### config.mk
export PLATFORM = sky130hd
export DESIGN_NAME = mpi_ahb3_bridge
export DESIGN_NICKNAME = d
export VERILOG_FILES = /design/src/rtl/mpi_ahb3_bridge.sv
export SDC_FILE = /design/constraint.sdc
export NUM_CORES = 1
export LEC_CHECK = 0
export ABC_AREA = 1
export CORE_MARGIN = 10
export CORE_UTILIZATION = 35
export CTS_CLUSTER_SIZE = 25
export DETAILED_ROUTE_END_ITERATION = 8
export PLACE_DENSITY = 0.78
export SYNTH_ARGS = -nofsm -noshare
export SYNTH_HDL_FRONTEND = slang
export SYNTH_SLANG_ARGS = --single-unit
### constraint.sdc
create_clock -name clk -period 2.75 [get_ports clk]
set_input_delay 0.55 -clock clk [delete_from_list [all_inputs] [get_ports clk]]
set_output_delay 0.55 -clock clk [all_outputs]
set_load 0.1 [all_outputs]
### src/rtl/mpi_ahb3_bridge.sv
// AHB3-Lite slave front end that turns pipelined AHB transfers into the single-request MPI
// bus_en/bus_ack/bus_err handshake. Optional ACCESS watchdog: MPI_AHB3_BRIDGE_TIMEOUT_EN.
module mpi_ahb3_bridge #(
  parameter int unsigned PLEN    = 32,
  parameter int unsigned XLEN    = 32,
  parameter int unsigned TIMEOUT = 1024
) (
  input  logic            clk,
  input  logic            rst,
  input  logic            ahb3_hsel_i,
  input  logic [PLEN-1:0] ahb3_haddr_i,
  input  logic [XLEN-1:0] ahb3_hwdata_i,
  input  logic            ahb3_hwrite_i,
  input  logic [2:0]      ahb3_hsize_i,
  input  logic [2:0]      ahb3_hburst_i,
  input  logic [3:0]      ahb3_hprot_i,
  input  logic [1:0]      ahb3_htrans_i,
  input  logic            ahb3_hmastlock_i,
  output logic [XLEN-1:0] ahb3_hrdata_o,
  output logic            ahb3_hready_o,
  output logic            ahb3_hresp_o,
  output logic [31:0]     bus_addr,
  output logic            bus_we,
  output logic            bus_en,
  output logic [31:0]     bus_data_in,
  input  logic [31:0]     bus_data_out,
  input  logic            bus_ack,
  input  logic            bus_err
);

  typedef enum logic [2:0] {StIdle, StAccess, StResp, StErr1, StErr2} state_e;

  state_e          state_q, state_d;
  logic [31:0]     addr_q, addr_d;
  logic            we_q, we_d;
  logic [XLEN-1:0] rdata_q, rdata_d;
  logic            accept;
  logic            misaligned;

`ifdef MPI_AHB3_BRIDGE_TIMEOUT_EN
  logic [15:0] tmo_q, tmo_d;
  logic        unused_sigs;
  assign unused_sigs = ^{ahb3_hburst_i, ahb3_hprot_i, ahb3_hmastlock_i, ahb3_haddr_i};
`else
  logic unused_sigs;
  assign unused_sigs = ^{ahb3_hburst_i, ahb3_hprot_i, ahb3_hmastlock_i, ahb3_haddr_i,
                         16'(TIMEOUT)};
`endif

  // hready_o depends only on state, so using it here forms no combinational loop
  assign accept     = ahb3_hsel_i & ahb3_htrans_i[1] & ahb3_hready_o;
  assign misaligned = (ahb3_hsize_i > 3'd2)
                    | ((ahb3_hsize_i == 3'd1) & ahb3_haddr_i[0])
                    | ((ahb3_hsize_i == 3'd2) & (ahb3_haddr_i[1:0] != 2'b00));

  assign bus_addr      = addr_q;
  assign bus_we        = we_q;
  assign bus_data_in   = ahb3_hwdata_i[31:0];
  assign ahb3_hrdata_o = rdata_q;

  always_comb begin
    state_d       = state_q;
    addr_d        = addr_q;
    we_d          = we_q;
    rdata_d       = rdata_q;
    ahb3_hready_o = 1'b1;
    ahb3_hresp_o  = 1'b0;
    bus_en        = 1'b0;
`ifdef MPI_AHB3_BRIDGE_TIMEOUT_EN
    tmo_d         = '0;
`endif
    unique case (state_q)
      StIdle, StResp, StErr2: begin
        ahb3_hresp_o = (state_q == StErr2);
        if (accept) begin
          addr_d  = ahb3_haddr_i[31:0];
          we_d    = ahb3_hwrite_i;
          state_d = misaligned ? StErr1 : StAccess;
        end else begin
          state_d = StIdle;
        end
      end
      StAccess: begin
        ahb3_hready_o = 1'b0;
        bus_en        = 1'b1;
`ifdef MPI_AHB3_BRIDGE_TIMEOUT_EN
        tmo_d         = tmo_q + 16'd1;
`endif
        // error wins over a simultaneous ack and leaves read data untouched
        if (bus_err) begin
          state_d = StErr1;
        end else if (bus_ack) begin
          state_d = StResp;
          if (!we_q) rdata_d = bus_data_out;
`ifdef MPI_AHB3_BRIDGE_TIMEOUT_EN
        end else if (tmo_q == 16'(TIMEOUT - 1)) begin
          state_d = StErr1;
`endif
        end
      end
      StErr1: begin
        ahb3_hready_o = 1'b0;
        ahb3_hresp_o  = 1'b1;
        state_d       = StErr2;
      end
      default: state_d = StIdle;
    endcase
  end

  always_ff @(posedge clk or posedge rst) begin
    if (rst) begin
      state_q <= StIdle;
      addr_q  <= '0;
      we_q    <= 1'b0;
      rdata_q <= '0;
    end else begin
      state_q <= state_d;
      addr_q  <= addr_d;
      we_q    <= we_d;
      rdata_q <= rdata_d;
    end
  end

`ifdef MPI_AHB3_BRIDGE_TIMEOUT_EN
  always_ff @(posedge clk or posedge rst) begin
    if (rst) tmo_q <= '0;
    else     tmo_q <= tmo_d;
  end
`endif

endmodule
==> results.cfg, run 1 <==
[clock_network]
cts_hold_buf = 0
htree_levels = 3
clk_latency_ns = 0.34
clk_path_buf_depth = 2
root_buffer = clkbuf_8
post-cts-setup-buffer-count = 0
cts_tree = built
clk_pin_slew_ns = 0.07
cts.sinks = 68
cts_buffers = 9
ctsResizeCount = 0

[final_layout]
layout_common_cells = nand2_1, clkdlybuf4s50_1, buf_4
fin_util_pct = 52.0
layoutNonFillerInstCount = 559
final_common_cell = nand2_1
antenna_cells_inserted = 0
multi_input_area_sq_um = 900
fillCellCount = 771
nets = 564
regArea_sq_um = 1700
areaGrowthSynthToFinish_pct = 44.0
layout-drive-gt1-share_pct = 21.6

[yosys]
synthAdderAreaFrac_pct = 0
syn_nets = 454
synth_cell_types = 17
ys.flop_type = dfrtp_1
yosys_warnings = 0
synth_top_family_by_area = simple AND/OR/NAND/NOR gates
synth_compound_area_share_pct = 0.839
ys_ff_latch = 68
yosys.area_share.simple_pct = 29.3
synthTopCellsByArea = dfrtp_1, nand2_1, buf_4, nand3_1, buf_6
ys_seq_area_share_pct = 57.0
synth_edf_count = 0
async_flop_share_pct = 100
netlist_area_sq_um = 2980
synthMuxAreaShare_pct = 0
synthCells = 339
synth_top_area_share_pct = 57.0
synth_xor_area_share_pct = 0
avgSynthCellArea_sq_um = 8.80
yosys.area.top_type = dfrtp_1

[place]
globalplace.congestion = 0.752
dp.cells = 543
dpl.hpwl_microns = 6540
port_buffers = 141
pre_cts_slack_ns = 0.694

[sta]
rsz0062_at_grt = false
fin_worst_skew_ns = 0.0139
fin_ws_ns = 0.681
slew_viol_final = 0
slew_headroom_pct = 59.7
setup_violations = 0
worst_slew_pin_slew_ns = 0.602
setup_tns_ns = 0
fmax_ghz = 0.483
period_minus_slack_ns = 2.07
post-route-period-util_pct = 75.2
hold_viol = 0

[floorplan]
row_count = 33
ioPinCount = 215
core_sq_um = 8260
die_h_microns = 112
die_area_sq_um = 12600
fp.dieW_microns = 112
start_util_pct = 36.1

[global_route]
first_global_vias = 2606
grt_pass1_wl_microns = 13600
antenna_found_initial = 0
track_usage_pct = 13.1
grt_max_degree = 35
overflow = 0

[critical_path]
worst_setup_path_end_kind = primary output
cp-start-kind = register
path_max_fanout = 17
critical_path_class = reg2out
cpPeakStageDelay_ns = 0.41
cp_common_cell = inv_2
cp_cell_sequence = inv_2 > nand3_1 > inv_2 > buf_12
crit_path_top_delay_cell = dfrtp_1
arrival_ns = 1.52
cp.required_ns = 2.20

[drt]
drtIter0Drc = 143
vias_per_cell = 4.45
post-route-drc-count = 0
wire_per_inst_microns = 15.1
dr.pass1.iters = 4
ant_nets = 0
vias = 2489
wirelength_microns = 8440

[worst_hold_path]
hold_class = reg2reg

[run_status]
outcome = complete, no violations

[flow_run]
max_cap_violations = 0
[flip-flops by register name (all words and copies together) (netlist names)]
signal and count:
ahb3_hrdata_o 32, state_q 3, bus_addr 32, bus_we 1
[layout make-up]
type                       instances  area share [%]
sequential                        68            39.6
clock buffer                      10            2.97
clock inverter                     6            2.59
inverter                           8           0.757
tap                              105            3.06
timing repair buffer             146            30.1
multi-input combinational        216            20.9
[synth_stat cells, types with 2 or more instances]
cell	count
o21ai_0	4
buf_4	38
nand3_1	34
buf_6	3
nor2_1	2
inv_2	2
nand2_2	3
nand2_1	168
buf_2	6
dfrtp_1	68
inv_1	5
[path summary, 6_finish.rpt]
kind / start / to / slack [ns] / cells after the start
max: state_q[2]$_DFFE_PP0P_ / bus_en / 0.68 / 4
min: ahb3_hrdata_o[24]$_DFFE_PP0P_ / ahb3_hrdata_o[24]$_DFFE_PP0P_ / 0.47 / 2
max reg2reg: state_q[2]$_DFFE_PP0P_ / ahb3_hrdata_o[21]$_DFFE_PP0P_ / 0.70 / 7
min reg2reg: ahb3_hrdata_o[24]$_DFFE_PP0P_ / ahb3_hrdata_o[24]$_DFFE_PP0P_ / 0.47 / 2
max in group asynchronous: rst / bus_addr[12]$_DFFE_PP0P_ / 1.79 / 3
min in group asynchronous: rst / ahb3_hrdata_o[1]$_DFFE_PP0P_ / 0.63 / 3
[critical path: cells and delay by family, from the launching register on]
family | cells | cell delay [ns]
DFF | 1 | 0.41
buffers and inverters | 3 | 0.61
and+or+nand+nor | 1 | 0.15
[cells by family after synthesis]
logic type             Yosys count
AOI/OAI and AO/OA                5
and+or+nand+nor                211
buffers and inverters           55
DFF                             68
[metrics by stage]
step / hold slack, ns / area [sq um]
floorplan: 0.462 / 2980
global placement: 0.455 / 4060
detailed placement: 0.459 / 4060
CTS: 0.478 / 4300
global route: 0.489 / 4300
finish: 0.470 / 4300
[per-layer routing]
metal  GRT usage [%]  up-vias  share of wire [%]
met2            20.7      104                 47
met1            15.0     1137                 42
met3            6.82       17                9.5
li1                -     1231                  -
met5               0        -                  0
met4            4.40        0                1.7
Power of run 1 is not shown: default switching activity piles up to over one toggle a cycle in this logic, so the estimate is an artifact.
==> inputs of run 2 (changes only) <==
--- a/config.mk
+++ b/config.mk
@@ -7,10 +7,10 @@
 export LEC_CHECK = 0
 export ABC_AREA = 1
 export CORE_MARGIN = 10
-export CORE_UTILIZATION = 35
+export CORE_UTILIZATION = 31
 export CTS_CLUSTER_SIZE = 25
 export DETAILED_ROUTE_END_ITERATION = 8
-export PLACE_DENSITY = 0.78
+export PLACE_DENSITY = 0.73
 export SYNTH_ARGS = -nofsm -noshare
 export SYNTH_HDL_FRONTEND = slang
 export SYNTH_SLANG_ARGS = --single-unit
==> constraint.sdc (replaced) <==
create_clock -name clk -period 1.7 [get_ports clk]
set_input_delay 0.34 -clock clk [delete_from_list [all_inputs] [get_ports clk]]
set_output_delay 0.34 -clock clk [all_outputs]
set_load 0.1 [all_outputs]
==> run 2 against run 1 <==
  * Clock skew is 0.0075 ns lower
  * Sequential share of layout area down 7.2 points
  * Sequential cell count did not move
  * Non-clock buffer count rose by 6
  * Global-route usage decreased by 0.41 points
  * Hold slack got worse by 0.060 ns
  * Highest routed layer unchanged
  * Critical path type unchanged
==> results.cfg, run 2 (synthesis results as in run 1) <==
[critical_path]
critical_path_class = reg2out
arrival_ns = 1.28
cp_cell_sequence = nor2_2 > nand2_1 > o21ai_2 > buf_12
worst_setup_path_end_kind = primary output
crit_path_top_delay_cell = dfrtp_1
path_max_fanout = 4
cpPeakStageDelay_ns = 0.43
cp_top_family = flip-flops
cp.required_ns = 1.36
cp-start-kind = register
critPathBufInv = 1

[clock_network]
root_buffer = clkbuf_8
cts.sinks = 68
htree_levels = 3
clk_path_buf_depth = 2
clk_latency_ns = 0.33
cts_buffers = 9
clk_pin_slew_ns = 0.08
cts_tree = built
cts_hold_buf = 0

[final_layout]
antenna_cells_inserted = 0
fillCellCount = 802
regArea_sq_um = 1700
layout-drive-gt1-share_pct = 23.0
areaGrowthSynthToFinish_pct = 76.2
layout_common_cells = nand2_1, clkdlybuf4s50_1, buf_12
nets = 570
multi_input_area_sq_um = 911
final_common_cell = nand2_1
fin_util_pct = 56.6

[place]
dpl.hpwl_microns = 7150
pre_cts_slack_ns = 0.0654
globalplace.congestion = 0.718
port_buffers = 141

[sta]
hold_viol = 0
rsz0062_at_grt = false
fin_worst_skew_ns = 0.00638
worst_slew_pin_slew_ns = 0.417
fmax_ghz = 0.618
setup_tns_ns = 0
post-route-period-util_pct = 95.1
fin_ws_ns = 0.0826
slew_viol_final = 0
setup_violations = 0
period_minus_slack_ns = 1.62
whs_ns = 0.410
slew_headroom_pct = 72.2

[drt]
dr.pass1.iters = 4
wire_per_inst_microns = 15.4
wirelength_microns = 9070
vias = 2588
drtIter0Drc = 189
ant_nets = 0
vias_per_cell = 4.39
post-route-drc-count = 0

[floorplan]
die_area_sq_um = 13900
start_util_pct = 32.1
core_sq_um = 9280
die_h_microns = 118
row_count = 35
fp.dieW_microns = 118
ioPinCount = 215

[global_route]
first_global_vias = 2698
antenna_found_initial = 0
overflow = 0
grt_pass1_wl_microns = 14600
grt_max_degree = 37
track_usage_pct = 12.7

[flow_run]
max_cap_violations = 0

[run_status]
outcome = complete, no violations

[worst_hold_path]
hold_class = in2async
## run 2: final timing paths
kind	startpoint	endpoint	slack [ns]	cells after the start
max	state_q[0]$_DFFE_PP0P_	ahb3_hresp_o	0.08	4
min	rst	bus_addr[24]$_DFFE_PP0P_	0.41	3
max reg2reg	state_q[2]$_DFFE_PP0P_	ahb3_hrdata_o[27]$_DFFE_PP0P_	0.28	8
min reg2reg	ahb3_hrdata_o[31]$_DFFE_PP0P_	ahb3_hrdata_o[31]$_DFFE_PP0P_	0.53	2
max in group asynchronous	rst	ahb3_hrdata_o[15]$_DFFE_PP0P_	0.89	3
min in group clk	ahb3_hrdata_o[31]$_DFFE_PP0P_	ahb3_hrdata_o[31]$_DFFE_PP0P_	0.53	2
## run 2: repair_timing
action                                  in CTS  in global routing
setup buffers                                1                  2
endpoints found under the setup margin       1                  2
pin swaps                                    0                  0
gates resized for setup                      2                  1
## run 2: cell type report
class | count | area share, %
well taps | 129 | 3.07
clock inverters | 4 | 1.38
clock buffers | 12 | 2.76
flip-flops and latches | 68 | 32.4
multi-input cells | 216 | 17.3
repair buffers | 152 | 42.3
inverters | 8 | 0.738
## run 2: metal layers
layer / track usage [%] / up-vias / wire length, microns
li1: - / 1245 / -
met1: 14.0 / 1215 / 3460
met2: 21.1 / 109 / 4570
met3: 6.47 / 19 / 913
met4: 3.25 / 0 / 125
met5: 0 / - / 0
## run 2: stage by stage
stage / area, sq um / std cells
detailed placement: 5000 / 570
global route: 5260 / 589
finish: 5260 / 589
floorplan: 2990 / 339
CTS: 5240 / 587
global placement: 5000 / 570
## run 2: worst min-delay path, cell delays in order
cell             delay (ns)
clkdlybuf4s50_1        0.44
clkinvlp_4             0.11
buf_12                 0.22
Power of run 2 is left out for the same reason.
==> inputs of run 3 (changes only) <==
--- a/config.mk
+++ b/config.mk
@@ -8,9 +8,10 @@
 export ABC_AREA = 1
 export CORE_MARGIN = 10
 export CORE_UTILIZATION = 31
-export CTS_CLUSTER_SIZE = 25
+export CTS_CLUSTER_SIZE = 20
 export DETAILED_ROUTE_END_ITERATION = 8
-export PLACE_DENSITY = 0.73
+export PLACE_DENSITY = 0.88
+export SLEW_MARGIN = 20
 export SYNTH_ARGS = -nofsm -noshare
 export SYNTH_HDL_FRONTEND = slang
 export SYNTH_SLANG_ARGS = --single-unit
==> run 3 against run 2 <==
  * Non-clock buffer count is 3 lower
  * Sequential share of layout area is 0.086 points higher
  * Cell area is 0.19% lower
  * Wire length is 1.1% higher
  * Critical path depth stayed put
  * Sequential cell count stayed put
  * Fmax is 0.48% higher
==> results.cfg, run 3 (synthesis results as in run 1) <==
[sta]
worst_slew_pin_slew_ns = 0.364
rsz0062_at_grt = false
fmax_ghz = 0.621
hold_viol = 0
setup_violations = 0
fin_worst_skew_ns = 0.00820
slew_headroom_pct = 75.7
setup_tns_ns = 0
slew_viol_final = 0
post-route-period-util_pct = 94.7
period_minus_slack_ns = 1.61

[final_layout]
antenna_cells_inserted = 0
nets = 567
layout_common_cells = nand2_1, clkdlybuf4s50_1, buf_12
layout-drive-gt1-share_pct = 23.0
areaGrowthSynthToFinish_pct = 75.8
final_common_cell = nand2_1
fillCellCount = 766

[global_route]
overflow = 0
track_usage_pct = 13.2
antenna_found_initial = 0
grt_max_degree = 69
first_global_vias = 2812
grt_pass1_wl_microns = 15100

[critical_path]
r2r_cells = 8
arrival_ns = 1.27
r2r_start = state_q[2]$_DFFE_PP0P_
worst_setup_path_end_kind = primary output
critical_path_class = reg2out
path_max_fanout = 4
cp.required_ns = 1.36
crit-reg2reg-capture = ahb3_hrdata_o[31]$_DFFE_PP0P_
cp-start-kind = register
r2r_slack_ns = 0.26

[run_status]
outcome = complete, no violations

[place]
port_buffers = 141
dpl.hpwl_microns = 7200
globalplace.congestion = 0.751

[worst_hold_path]
hold_class = in2async

[floorplan]
ioPinCount = 215
row_count = 35
start_util_pct = 32.1
die_area_sq_um = 13900
die_h_microns = 118
fp.dieW_microns = 118
core_sq_um = 9280

[clock_network]
clk_pin_slew_ns = 0.07
cts.sinks = 68
root_buffer = clkbuf_8
htree_levels = 3
clk_path_buf_depth = 2
cts_hold_buf = 0
cts_buffers = 9
cts_tree = built
clk_latency_ns = 0.33

[drt]
dr.pass1.iters = 4
vias_per_cell = 4.48
wire_per_inst_microns = 15.7
vias = 2618
drtIter0Drc = 234
post-route-drc-count = 0
ant_nets = 0
wirelength_microns = 9170

[flow_run]
max_cap_violations = 0
==> run 3: cell types whose count changed in the layout (fill, tap and decap cells not counted) <==
cell,before,now
dfrtp_2,0,1
clkbuf_8,10,11
nor2_4,0,1
buf_4,7,4
nor2_2,2,1
dfrtp_1,68,67
clkbuf_1,2,0
==> run 3: repair_timing <==
action	in CTS	in global routing
pin swaps	0	0
hold endpoints to repair	0	0
setup buffers	1	0
setup endpoints to repair	1	2
resized for setup	2	3
==> run 3: per-stage QoR <==
stage	util, %	instances	area [sq um]	hold slack (ns)	setup WS [ns]
3_5_place_dp	53.8	569	5000	0.503	0.0334
6_report	56.5	585	5250	0.458	0.0904
2_1_floorplan	-	339	2990	0.457	0.0672
4_1_cts	56.4	585	5240	0.461	0.00800
5_1_grt	56.5	585	5250	0.493	0.000188
3_3_place_gp	53.8	569	5000	0.494	0.0402
==> run 3: per-layer routing <==
metal / wire [microns] / GRT usage [%] / vias to the layer above
li1: - / - / 1240
met1: 3580 / 14.6 / 1227
met2: 4630 / 22.3 / 130
met3: 822 / 6.04 / 21
met4: 144 / 3.63 / 0
met5: 0 / 0 / -
==> run 3: area by class of cell <==
class	instances	area (sq um)	area share, %
multi-input cells	216	916	17.5
clock buffers	11	151	2.89
repair buffers	149	2200	42.0
well taps	129	161	3.08
inverters	8	38.8	0.740
clock inverters	4	72.6	1.38
flip-flops and latches	68	1700	32.5
==> run 3: worst max path at each step <==
stage                                      start                           end  depth (start not counted)
final                     state_q[2]$_DFFE_PP0P_                        bus_en                          4
after CTS                 state_q[0]$_DFFE_PP0P_                  ahb3_hresp_o                          4
after global routing      state_q[2]$_DFFE_PP0P_                        bus_en                          4
after floorplan               bus_we$_DFFE_PP0P_  ahb3_hrdata_o[0]$_DFFE_PP0P_                          5
after detailed placement             ahb3_hsel_i      bus_addr[15]$_DFFE_PP0P_                          8
after global placement               ahb3_hsel_i      bus_addr[14]$_DFFE_PP0P_                          8
==> run 3: worst max-delay path, cell delays in order, from the launching register on <==
cell and delay [ns]:
dfrtp_1 0.42, inv_2 0.10, nand3_2 0.12, inv_4 0.11, buf_12 0.18
Power of run 3 is left out for the same reason.
